===== src/rtl/pipe_ctrl_sched.sv =====
`default_nettype none
// ============================================================================
// Module   : pipe_ctrl_sched
// Purpose  : Central stall/flush scheduler for the 5-stage pipeline. Decodes
//            per-stage stall requests into per-register stall enables, turns
//            the MEM-stage exception code into flush + redirect PC, blanks
//            exceptions for a few cycles after each flush, and runs a sticky
//            stall watchdog.
// Options  : define PIPE_CTRL_PERF_EN to build the stall-cycle and flush
//            performance counters; otherwise both outputs are tied to 0.
// Revision : 1.0  initial release
// ============================================================================
module pipe_ctrl_sched #(
  parameter logic [31:0] EXC_VECTOR    = 32'h0000_0020,
  parameter int          BLANK_CYCLES  = 1,
  parameter int          STALL_TIMEOUT = 1024
) (
  input  logic        clk,
  input  logic        rst,
  input  logic        stallreq_if,
  input  logic        stallreq_id,
  input  logic        stallreq_ex,
  input  logic        stallreq_mem,
  input  logic [31:0] excepttype,
  input  logic [31:0] cp0_epc,
  output logic [5:0]  stall,
  output logic        flush,
  output logic [31:0] new_pc,
  output logic        stall_timeout,
  output logic [31:0] stall_cycles,
  output logic [15:0] flush_count
);

  localparam logic [31:0]        ERET_CODE  = 32'h0000_000e;
  localparam int                 BLANK_W    = (BLANK_CYCLES > 1) ? $clog2(BLANK_CYCLES) : 1;
  localparam logic [BLANK_W-1:0] BLANK_LOAD = BLANK_W'(BLANK_CYCLES - 1);
  localparam logic [15:0]        WD_MAX     = 16'(STALL_TIMEOUT - 1);

  typedef enum logic [0:0] {
    RUN   = 1'b0,
    BLANK = 1'b1
  } state_t;

  state_t             state;
  logic [BLANK_W-1:0] blank_cnt;
  logic [15:0]        wd_cnt;
  logic [5:0]         stall_dec;
  logic               exc_accept;
  logic               stall_any;

  // Priority decode: a stalled stage freezes itself and every earlier stage.
  always_comb begin
    stall_dec = 6'b000000;
    if (stallreq_mem)     stall_dec = 6'b011111;
    else if (stallreq_ex) stall_dec = 6'b001111;
    else if (stallreq_id) stall_dec = 6'b000111;
    else if (stallreq_if) stall_dec = 6'b000011;
  end

  // Exceptions win over stalls; everything is forced quiet while in reset.
  always_comb begin
    exc_accept = !rst && (state == RUN) && (excepttype != 32'h0);
    stall      = 6'b000000;
    flush      = 1'b0;
    new_pc     = 32'h0;
    if (exc_accept) begin
      flush  = 1'b1;
      new_pc = (excepttype == ERET_CODE) ? cp0_epc : EXC_VECTOR;
    end else if (!rst) begin
      stall = stall_dec;
    end
  end

  assign stall_any = (stall != 6'b000000);

  // Post-flush blanking: ignore the still-present exception code while the
  // flushed instructions drain out of MEM.
  always_ff @(posedge clk or posedge rst) begin
    if (rst) begin
      state     <= RUN;
      blank_cnt <= '0;
    end else begin
      case (state)
        RUN: begin
          if (exc_accept) begin
            state     <= BLANK;
            blank_cnt <= BLANK_LOAD;
          end
        end
        BLANK: begin
          if (blank_cnt == '0) state <= RUN;
          else                 blank_cnt <= blank_cnt - 1'b1;
        end
        default: state <= RUN;
      endcase
    end
  end

  // Watchdog: counts consecutive stalled cycles, flags a stuck pipeline.
  always_ff @(posedge clk or posedge rst) begin
    if (rst) begin
      wd_cnt        <= 16'h0;
      stall_timeout <= 1'b0;
    end else begin
      if (flush || !stall_any)  wd_cnt <= 16'h0;
      else if (wd_cnt != WD_MAX) wd_cnt <= wd_cnt + 16'h1;
      if (stall_any && (wd_cnt == WD_MAX)) stall_timeout <= 1'b1;
    end
  end

`ifdef PIPE_CTRL_PERF_EN
  logic [31:0] stall_cycles_q;
  logic [15:0] flush_count_q;

  // Free-running perf counters; both wrap naturally.
  always_ff @(posedge clk or posedge rst) begin
    if (rst) begin
      stall_cycles_q <= 32'h0;
      flush_count_q  <= 16'h0;
    end else begin
      if (stall_any) stall_cycles_q <= stall_cycles_q + 32'h1;
      if (flush)     flush_count_q  <= flush_count_q + 16'h1;
    end
  end

  assign stall_cycles = stall_cycles_q;
  assign flush_count  = flush_count_q;
`else
  assign stall_cycles = 32'h0;
  assign flush_count  = 16'h0;
`endif

endmodule
`default_nettype wire

===== config.mk =====
export PLATFORM = sky130hd
export DESIGN_NAME = pipe_ctrl_sched
export DESIGN_NICKNAME = d
export VERILOG_FILES = /design/src/rtl/pipe_ctrl_sched.sv
export SDC_FILE = /design/constraint.sdc
export NUM_CORES = 1
export LEC_CHECK = 0
export ABC_AREA = 1
export BUFFER_PORTS_ARGS = -buffer_cell sky130_fd_sc_hd__buf_4
export CAP_MARGIN = 20
export CORE_ASPECT_RATIO = 0.6
export CORE_MARGIN = 4
export CORE_UTILIZATION = 30
export DETAILED_ROUTE_END_ITERATION = 6
export PLACE_DENSITY_LB_ADDON = 0.08
export SYNTH_ARGS = -nofsm -noshare
export SYNTH_HDL_FRONTEND = slang
export SYNTH_SLANG_ARGS = --single-unit

===== constraint.sdc =====
create_clock -name clk -period 1.6 [get_ports clk]
set_clock_uncertainty 0.1 [all_clocks]
set_input_delay 0.08 -clock clk [delete_from_list [all_inputs] [get_ports clk]]
set_output_delay 0.08 -clock clk [all_outputs]
set_load 0.02 [all_outputs]

After elaboration in Yosys (flattened, before gate mapping). Index checks and enable logic that the tools add are counted.

Input port bits: 70. Register bits after elaboration: 19. Output and inout bits: 88. Word-level logic and storage cells: 36.

Bitwise logic cells: 1. Multiplexer cells: 16. Equal/unequal tests: 4. Reductions and logical operators: 9. Add/sub/neg operators: 2.

Operators with widths (count): $mux W32 (2); $eq A32 B4 Y1 const B (1); $mux W16 (2); $reduce_bool A32 Y1 (1); $add A16 B1 Y16 const B (1); $eq A16 B10 Y1 const B (1); $ne A16 B10 Y1 const B (1); $mux W6 (2); $reduce_bool A6 Y1 (1); $mux W5 (1); $mux W1 (4); $mux W4 (1); $pmux W1 S2 (2); $logic_and A1 B1 Y1 (3); $mux W3 (1); $logic_not A1 Y1 (2); $mux W2 (1); $ne A2 B2 Y1 const B (1); $reduce_bool A2 Y1 (1); $logic_or A1 B1 Y1 (1); $not A1 Y1 (1); $sub A1 B1 Y1 const B (1).

Longest topological paths before layout. Gate-level depths: netlist of run 1.

Depth in word-level cells: 10. Gate-level depth with buffers: 11. Depth with buffers taken out: 11.

Least setup slack after synthesis of run 1. No wires, ideal clock.

Path type: input -> output. Start: input rst. End: output stall[1]. Stages: 7. Arrival: 1.399 ns. Slack: 0.021 ns. Data required time: 1.420 ns. Cells stage by stage: inv_1 > o21ai_0 > inv_1 > nand2_2 > buf_6 > inv_1 > buf_4.

Word-level cells in the longest chain between the ends: 4. Elaborated cells between the ends (all ways): 5. Those cells by class: mux: 2; reduce/logical: 3.

Ends and longest elaborated chain: start, declared (RTL line 19) `input logic rst,`; $logic_not A1 Y1 (no line); $logic_and A1 B1 Y1 (2 in a row) (RTL line 62) `exc_accept = !rst && (state == RUN) && (excepttype != 32'h0);`; $mux W6 (*) (RTL line 66) `if (exc_accept) begin`; end, declared (RTL line 26) `output logic [5:0] stall,`.

Mark *: on every way between the ends. The rest lies on a longest branch, timed or not.

Worst setup path in the final report of run 1. Same ends and word-level chain as after synthesis.

==> tab_implementation.tex, run 1 <==
\begin{tabular}{lr}
\hline
Metric & Value \\
\hline
\multicolumn{2}{l}{\textbf{Run status}} \\
Result of the run & complete, no violations \\
\multicolumn{2}{l}{\textbf{STA}} \\
Setup Total Neg Slack & 0 ps \\
Max Slew Vio Count & 0 \\
Number of hold-slack violations in the final timing report & 0 \\
Fraction of the cycle the final worst path needs & 0.958 \\
Final critical-path required period & 1530 ps \\
Hold slack & 152 ps \\
Number of setup violations in the final report & 0 \\
Achievable clock frequency & 652 MHz \\
Setup repair after global routing missed its margin & yes \\
\multicolumn{2}{l}{\textbf{Synth}} \\
Cells after Synth & 300 \\
Cells taking the most area after synthesis & sky130\_fd\_sc\_hd\_\_dfrtp\_1, sky130\_fd\_sc\_hd\_\_buf\_4, sky130\_fd\_sc\_hd\_\_nor2\_1 \\
Syn\_area\_per\_cell & 6.23 um\^{}2 \\
Synthesized flop and latch total & 18 \\
Total standard cell area after synthesis & 0.00187 mm\^{}2 \\
Number of distinct standard cells referenced by the synthesized netlist & 19 \\
Part of the Yosys area used for sequential elements & 0.241 \\
Number of warnings printed during yosys synthesis & 0 \\
Area fraction of the dominant cell type after synthesis & 0.241 \\
Largest area contributor in the netlist & sky130\_fd\_sc\_hd\_\_dfrtp\_1 \\
\multicolumn{2}{l}{\textbf{Setup path}} \\
Worst R2R Path Depth & 9 \\
Cell-by-cell trace of the critical path & buf\_4, dlygate4sd3\_1, inv\_2, o21ai\_0, inv\_1, nand2\_4, inv\_1, buf\_4 \\
Type of the worst setup path & in2out \\
Endpoint of the most critical register-to-register path & wd\_cnt[8] \\
Reg-to-reg setup timing slack & 110 ps \\
Slowest library cell on the worst path & sky130\_fd\_sc\_hd\_\_dlygate4sd3\_1 \\
Critical Path AT & 1350 ps \\
Worst path required time & 1420 ps \\
Delay of the slowest cell on the worst path & 560 ps \\
Critical Path Sink Type & primary output \\
Startpoint of the worst-slack reg-to-reg timing path & wd\_cnt[1] \\
Crit-path max FO & 6 \\
Worst Setup Start Kind & input port \\
\multicolumn{2}{l}{\textbf{Placement}} \\
Number of instances in the placed design & 488 \\
Placed wire-length estimate & 4850 um \\
Final weighted congestion of routability-driven global placement & 0.821 \\
Port Buf Inserts & 108 \\
\multicolumn{2}{l}{\textbf{Power}} \\
Power density normalized to cell area & 441 mW/mm\^{}2 \\
Highest ir drop seen on vdd & 0.000283 V \\
Tot Pwr & 1240 uW \\
Leakage power total & 0.00142 uW \\
\multicolumn{2}{l}{\textbf{CTS}} \\
Maximum level of the CTS H-tree & 1 \\
Clock slew at reported path FFs & 70 ps \\
Clock root buffer & sky130\_fd\_sc\_hd\_\_clkbuf\_8 \\
Clk sink count & 18 \\
Max Buffers Root-to-Sink & 2 \\
CTS tree & built \\
CTS buffer count & 3 \\
Source-to-sink clock delay at the later pin of the worst-skew pair & 260 ps \\
\multicolumn{2}{l}{\textbf{Global routing}} \\
Met1 capacity usage during global routing & 0.210 \\
Vias in the first global route & 1803 \\
Routing usage on met3 & 0.0308 \\
Wire length of the first global-routing pass & 9150 um \\
Global router's overall resource usage & 0.149 \\
Global routing's busiest layer & met2 \\
Total congestion overflow after global routing & 0 \\
GR Util met2 & 0.242 \\
Pin count of the biggest net entering global routing & 33 \\
Number of antenna violations at the first check in global routing & 0 \\
\multicolumn{2}{l}{\textbf{Die}} \\
Number of placed I/O pins & 158 \\
Core Area & 0.00581 mm\^{}2 \\
Overall die area & 0.00760 mm\^{}2 \\
Starting density of the core & 0.322 \\
Std cell rows & 21 \\
Die Width & 110 um \\
Die Y & 69.1 um \\
\multicolumn{2}{l}{\textbf{Worst hold path}} \\
Hold Crit Start & rst \\
End of the worst hold path & wd\_cnt[2] \\
Number of cells on the worst hold path & 5 \\
Type of the tightest min-delay check & in2reg \\
\multicolumn{2}{l}{\textbf{Layout}} \\
Diode count & 0 \\
Most frequent cells in the layout & sky130\_fd\_sc\_hd\_\_buf\_4, sky130\_fd\_sc\_hd\_\_nor2\_1, sky130\_fd\_sc\_hd\_\_conb\_1 \\
Fraction of final layout cells with drive strength greater than 1 & 0.353 \\
Filler cell count & 607 \\
Final core utilization & 0.483 \\
NumNets Final & 489 \\
Number of standard cells in the layout, taps in and fillers out & 497 \\
Most common library cell in the layout ignoring fill and taps & sky130\_fd\_sc\_hd\_\_buf\_4 \\
Synth-to-layout area growth & 50.1\% \\
\multicolumn{2}{l}{\textbf{Route}} \\
Average via count per standard cell & 4.13 \\
Drt pass-1 iters & 4 \\
Final wirelength & 6030 um \\
Number of vias in the routed layout & 2052 \\
Post-DR wirelength/cell & 12.1 um \\
Post-detailed-route DRC marker count & 0 \\
Number of routed nets with antenna violations & 0 \\
Count of routing violations after the opening detailed-route iteration & 165 \\
\multicolumn{2}{l}{\textbf{Flow run}} \\
Max-capacitance violation count & 0 \\
\hline
\end{tabular}
-- Yosys cell counts --
cell                      count
sky130_fd_sc_hd__nor2_1      86
sky130_fd_sc_hd__or2_2        1
sky130_fd_sc_hd__nor3_1       4
sky130_fd_sc_hd__buf_2        9
sky130_fd_sc_hd__nand2_2      2
sky130_fd_sc_hd__o21ai_0      7
sky130_fd_sc_hd__and2_1       1
sky130_fd_sc_hd__buf_4       50
sky130_fd_sc_hd__xor2_1       7
sky130_fd_sc_hd__inv_1       21
sky130_fd_sc_hd__nor4_2       1
sky130_fd_sc_hd__conb_1       1
sky130_fd_sc_hd__ha_1         1
sky130_fd_sc_hd__nand3_1     48
sky130_fd_sc_hd__dfrtp_1     18
sky130_fd_sc_hd__buf_6        1
sky130_fd_sc_hd__nand2_1     39
sky130_fd_sc_hd__o21ai_4      1
sky130_fd_sc_hd__nand4_1      2
-- area by class of cell --
cell class | count | area, um^2 | area share
inverter | 21 | 78.8 | 0.0281
multi-input combinational | 250 | 1150 | 0.409
clock buffer | 4 | 55.1 | 0.0196
tap | 80 | 100 | 0.0357
timing repair buffer | 124 | 975 | 0.347
sequential | 18 | 450 | 0.161
-- worst max-delay path by stage --
stage / start / slack [ps] / end / depth (start not counted)
global route: rst / -20 / stall[1] / 8
floorplan: rst / 20 / stall[1] / 7
CTS: state / 20 / new_pc[10] / 5
detailed placement: wd_cnt[1] / 60 / wd_cnt[1] / 11
global placement: wd_cnt[1] / 70 / wd_cnt[1] / 11
finish: rst / 70 / stall[1] / 8
-- power breakdown --
group	switching [uW]	total, uW	internal [uW]
Sequential	4.29	465	461
Clock	163	382	219
Combinational	222	390	168
-- through the flow --
step | instance area [um^2] | setup slack, ps
6_report | 2810 | 67.3
5_1_grt | 2810 | -19.9
4_1_cts | 2730 | 20.2
3_5_place_dp | 2670 | 64.7
3_3_place_gp | 2670 | 66.8
2_1_floorplan | 2050 | 21.2
-- cells by family (layout without fill, tap and decap cells) --
logic type,after synthesis,in the layout,share of synthesized area
compound gates,8,8,0.0274
xor+xnor,7,7,0.0328
simple gates,184,185,0.417
fa+ha+maj,1,1,0.00669
other cells,1,49,0.00201
flops,18,18,0.241
buf+inv,81,149,0.273
-- routing by layer --
layer	up-vias	wire, um
li1	1075	-
met1	888	2690
met2	87	2810
met3	2	518
met4	0	20
met5	-	0
-- worst max-delay path: cells and delay by family --
family	cells	cell delay (ps)
and+or+nand+nor	1	90
buffers and inverters	6	1100
AOI/OAI and AO/OA	1	80
-- state kept, by name (all words and copies together), names as in the netlist --
signal and count:
state 1, wd_cnt 16, stall_timeout 1
-- repair_timing --
item,CTS,global route
setup buffers,0,3
resized for setup,0,17
endpoints found under the hold margin,18,0
setup endpoints to repair,0,47
hold buffers,1,0
Power figures use the tool's default switching activity.
==> inputs of run 2 (changes only) <==
ABC_AREA = unset   (was 1)
==> run 2 against run 1 <==
Compared with the run above:
- the flow now finishes with violations (setup timing)
- cell count shrank 12%
- wire length increased by 14%
- fmax shrank 23%
- count of clock-buffer cells in the layout is 1 lower
- area after synthesis down 6.4%
- die area shrank 5.8%
- critical path depth is 1 lower
- worst setup slack worse by 450 ps
- first-iteration DRC count shrank 58%
- synthesized cell count fell by 30%
- via count shrank 4.4%
- hold slack gained 91 ps
- largest power group unchanged
==> tab_implementation.tex, run 2 <==
\begin{tabular}{lr}
\hline
Metric & Value \\
\hline
\multicolumn{2}{l}{\textbf{Route}} \\
Detail Route met3 WL & 403 um (-22\%) \\
Post-detailed-route DRC marker count & 0 (unchanged) \\
Final wirelength & 6850 um (+14\%) \\
Average via count per standard cell & 4.48 (+8.5\%) \\
Post-DR wirelength/cell & 15.6 um (+29\%) \\
Top Layer Used & met4 \\
Number of vias in the routed layout & 1962 (-4.4\%) \\
DR WL met2 & 3470 um (+24\%) \\
Number of routed nets with antenna violations & 0 (unchanged) \\
Met1 wire length & 2910 um (+8.3\%) \\
Drt pass-1 iters & 4 (unchanged) \\
Count of routing violations after the opening detailed-route iteration & 69 (-58\%) \\
\multicolumn{2}{l}{\textbf{STA}} \\
Setup repair after global routing missed its margin & yes \\
Max Slew Vio Count & 0 (unchanged) \\
Number of hold-slack violations in the final timing report & 0 (unchanged) \\
Slew HR & 0.579 \\
Fraction of the cycle the final worst path needs & 1.24 (+0.280) \\
Worst slew pin tran & 627 ps \\
Number of setup violations in the final report & 52 (+52) \\
Final critical-path required period & 1980 ps (+448 ps) \\
Least setup slack across all paths after layout & -380 ps (-448 ps) \\
Setup Total Neg Slack & -6490 ps (-6490 ps) \\
Achievable clock frequency & 505 MHz (-23\%) \\
\multicolumn{2}{l}{\textbf{Synth}} \\
Commonest register cell after synthesis & sky130\_fd\_sc\_hd\_\_dfrtp\_1 \\
Area fraction of the dominant cell type after synthesis & 0.258 (+0.0165) \\
Share of flip-flops with an asynchronous set or reset & 1.00 (unchanged) \\
EDFF count, synth & 0 (unchanged) \\
Number of warnings printed during yosys synthesis & 0 (unchanged) \\
Largest area contributor in the netlist & sky130\_fd\_sc\_hd\_\_dfrtp\_1 \\
Synthesized flop and latch total & 18 (unchanged) \\
Cells after Synth & 209 (-30\%) \\
Number of distinct standard cells referenced by the synthesized netlist & 39 (+20) \\
Cells taking the most area after synthesis & sky130\_fd\_sc\_hd\_\_dfrtp\_1, sky130\_fd\_sc\_hd\_\_buf\_4, sky130\_fd\_sc\_hd\_\_and2\_1 \\
Total standard cell area after synthesis & 0.00175 mm\^{}2 (-6.4\%) \\
Syn\_area\_per\_cell & 8.37 um\^{}2 (+34\%) \\
Most common cell in the synthesized netlist & sky130\_fd\_sc\_hd\_\_buf\_4 \\
Most frequent cells after synthesis & sky130\_fd\_sc\_hd\_\_buf\_4, sky130\_fd\_sc\_hd\_\_and2\_1, sky130\_fd\_sc\_hd\_\_dfrtp\_1 \\
Part of the Yosys area used for sequential elements & 0.258 (+0.0165) \\
\multicolumn{2}{l}{\textbf{Layout}} \\
Most frequent cells in the layout & sky130\_fd\_sc\_hd\_\_buf\_4, sky130\_fd\_sc\_hd\_\_conb\_1, sky130\_fd\_sc\_hd\_\_buf\_6 \\
Most flop-heavy register & wd\_cnt \\
Fraction of final layout cells with drive strength greater than 1 & 0.640 (+0.287) \\
Max FFs per register & 16 (unchanged) \\
NumNets Final & 431 (-12\%) \\
Diode count & 0 (unchanged) \\
Most common library cell in the layout ignoring fill and taps & sky130\_fd\_sc\_hd\_\_buf\_4 \\
Synth-to-layout area growth & 95.9\% \\
Leading registers by flop count & wd\_cnt x16, stall\_timeout x1, state x1 \\
Combined area of the multi-input logic cells & 0.00141 mm\^{}2 (+23\%) \\
Register Area & 450 um\^{}2 (unchanged) \\
Filler cell count & 508 (-16\%) \\
\multicolumn{2}{l}{\textbf{Setup path}} \\
Crit-path max FO & 5 (-1) \\
Critical Path AT & 2060 ps (+710 ps) \\
Startpoint of the worst-slack reg-to-reg timing path & wd\_cnt[1] \\
Type of the worst setup path & reg2reg \\
Endpoint of the most critical register-to-register path & wd\_cnt[7] \\
Cell-by-cell trace of the critical path & ha\_2, or4bb\_4, nor4\_4, buf\_4, buf\_6, o31ai\_1, a211oi\_2 \\
Slowest library cell on the worst path & sky130\_fd\_sc\_hd\_\_or4bb\_4 \\
Critical Path Sink Type & flip-flop \\
Worst R2R Path Depth & 7 (-2) \\
Worst path required time & 1680 ps (+260 ps) \\
Worst Setup Start Kind & flip-flop \\
Reg-to-reg setup timing slack & -380 ps (-490 ps) \\
Delay of the slowest cell on the worst path & 470 ps (-90 ps) \\
\multicolumn{2}{l}{\textbf{Placement}} \\
Port Buf Inserts & 108 (unchanged) \\
Final weighted congestion of routability-driven global placement & 0.816 (-0.52\%) \\
DP Worst Slack & -354 ps (-419 ps) \\
Placed wire-length estimate & 4820 um (-0.61\%) \\
\multicolumn{2}{l}{\textbf{Power}} \\
Power Internal & 802 uW (-5.4\%) \\
Tot Pwr & 1200 uW (-3.0\%) \\
Combinational group share of total power & 0.337 (+0.021) \\
Highest ir drop seen on vdd & 0.000261 V (-8.1\%) \\
Switching pwr & 399 uW (+2.4\%) \\
Part of the power in the clock network & 0.279 (-0.030) \\
Leakage power total & 0.00167 uW (+18\%) \\
Register share of total power & 0.384 (+0.008) \\
Power density normalized to cell area & 350 mW/mm\^{}2 (-21\%) \\
Net Sw Frac & 0.332 (+0.0175) \\
\multicolumn{2}{l}{\textbf{CTS}} \\
Clock root buffer & sky130\_fd\_sc\_hd\_\_clkbuf\_8 \\
Max Buffers Root-to-Sink & 2 (unchanged) \\
Maximum level of the CTS H-tree & 1 (unchanged) \\
Clock slew at reported path FFs & 70 ps (about the same) \\
Source-to-sink clock delay at the later pin of the worst-skew pair & 260 ps (about the same) \\
CTS buffer count & 3 (unchanged) \\
CTS tree & built \\
Clk sink count & 18 (unchanged) \\
\multicolumn{2}{l}{\textbf{Die}} \\
Number of placed I/O pins & 158 (unchanged) \\
Core Area & 0.00562 mm\^{}2 (-3.2\%) \\
Starting density of the core & 0.311 (-0.0108) \\
Die Width & 107 um (-3.0\%) \\
Std cell rows & 21 (unchanged) \\
Die Y & 67.1 um (-2.9\%) \\
Overall die area & 0.00716 mm\^{}2 (-5.8\%) \\
\multicolumn{2}{l}{\textbf{Global routing}} \\
Number of antenna violations at the first check in global routing & 0 (unchanged) \\
Total congestion overflow after global routing & 0 (unchanged) \\
Vias in the first global route & 1704 (-5.5\%) \\
Wire length of the first global-routing pass & 8910 um (-2.6\%) \\
Global router's overall resource usage & 0.155 (+0.00522) \\
Pin count of the biggest net entering global routing & 19 (-42\%) \\
\multicolumn{2}{l}{\textbf{Worst hold path}} \\
Type of the tightest min-delay check & in2reg \\
Number of cells on the worst hold path & 3 (-2) \\
End of the worst hold path & state \\
Hold Crit Start & excepttype[3] \\
\multicolumn{2}{l}{\textbf{Run status}} \\
Failing checks & setup timing \\
Result of the run & complete, but fails checks \\
\multicolumn{2}{l}{\textbf{Flow run}} \\
Max-capacitance violation count & 0 (unchanged) \\
\hline
\end{tabular}
[run 2: cell types whose count changed in the layout (fill, tap and decap cells not counted), moves of 6 or more]
cell,before,now
sky130_fd_sc_hd__o21ai_0,7,1
sky130_fd_sc_hd__buf_6,1,45
sky130_fd_sc_hd__buf_4,119,105
sky130_fd_sc_hd__nor2_1,80,7
sky130_fd_sc_hd__inv_1,17,2
sky130_fd_sc_hd__xor2_1,7,1
sky130_fd_sc_hd__and2_4,0,31
sky130_fd_sc_hd__nor3_1,4,10
sky130_fd_sc_hd__nand3_1,47,2
sky130_fd_sc_hd__nand2_1,37,7
sky130_fd_sc_hd__nor4_4,1,11
[run 2: repair_timing]
item | CTS | global route
hold buffers | 1 | 0
pin swaps | 8 | 43
cloned | 2 | 2
endpoints found under the setup margin | 50 | 54
endpoints found under the hold margin | 19 | 0
resized for setup | 57 | 69
buffers inserted | 4 | 8
[run 2: worst max-delay path by stage]
stage                from        end  slack [ps]  cells past startpoint
3_5_place_dp    wd_cnt[0]  wd_cnt[7]        -350                      6
2_1_floorplan   wd_cnt[0]  wd_cnt[4]        -330                      6
5_1_grt         wd_cnt[1]  wd_cnt[7]        -440                      7
3_3_place_gp    wd_cnt[0]  wd_cnt[7]        -360                      6
4_1_cts        wd_cnt[13]  wd_cnt[6]        -360                      6
6_report        wd_cnt[1]  wd_cnt[7]        -380                      7
[run 2: area by class of cell]
class                   instances  share of cell area
multi-input cells             178               0.411
repair buffers                157               0.414
inverters                       2             0.00219
clock buffers                   3              0.0120
flip-flops and latches         18               0.131
well taps                      80              0.0292
[run 2: critical path, delay by kind of cell, from the launching register on]
family	cells	cell delay [ps]
AO/OA/AOI/OAI	2	300
adder cells (fa/ha/maj)	1	190
buffers and inverters	2	290
flip-flops	1	370
AND/OR/NAND/NOR	2	650
[run 2: layer usage]
| layer | track usage | up-vias |
|---|---|---|
| met3 | 0.0325 | 6 |
| met4 | 0.0191 | 0 |
| met2 | 0.245 | 71 |
| li1 | - | 958 |
| met5 | 0 | - |
| met1 | 0.224 | 927 |
[run 2: power by group through the flow]
stage / clock (uW) / sequential [uW] / combinational [uW]
2_1_floorplan: 0 / 471 / 256
3_3_place_gp: 0 / 470 / 346
3_5_place_dp: 0 / 470 / 346
4_1_cts: 339 / 462 / 358
5_1_grt: 353 / 461 / 433
6_report: 335 / 461 / 404
[run 2: stage by stage]
| stage | hold WS, ps | cells | utilization | instance area [um^2] |
|---|---|---|---|---|
| floorplan | -66.0 | 257 | - | 1960 |
| global placement | 126 | 420 | 0.484 | 2720 |
| detailed placement | 127 | 420 | 0.484 | 2720 |
| CTS | 228 | 430 | 0.539 | 3030 |
| global route | 253 | 438 | 0.609 | 3430 |
| finish | 243 | 438 | 0.609 | 3430 |
[run 2: cell families after synthesis]
| family | share of synthesized area |
|---|---|
| simple gates | 0.355 |
| buf+inv | 0.247 |
| compound gates | 0.0959 |
| flops | 0.258 |
| xor+xnor | 0.0300 |
| fa+ha+maj | 0.00715 |
| other cells | 0.00214 |
| mux | 0.00572 |
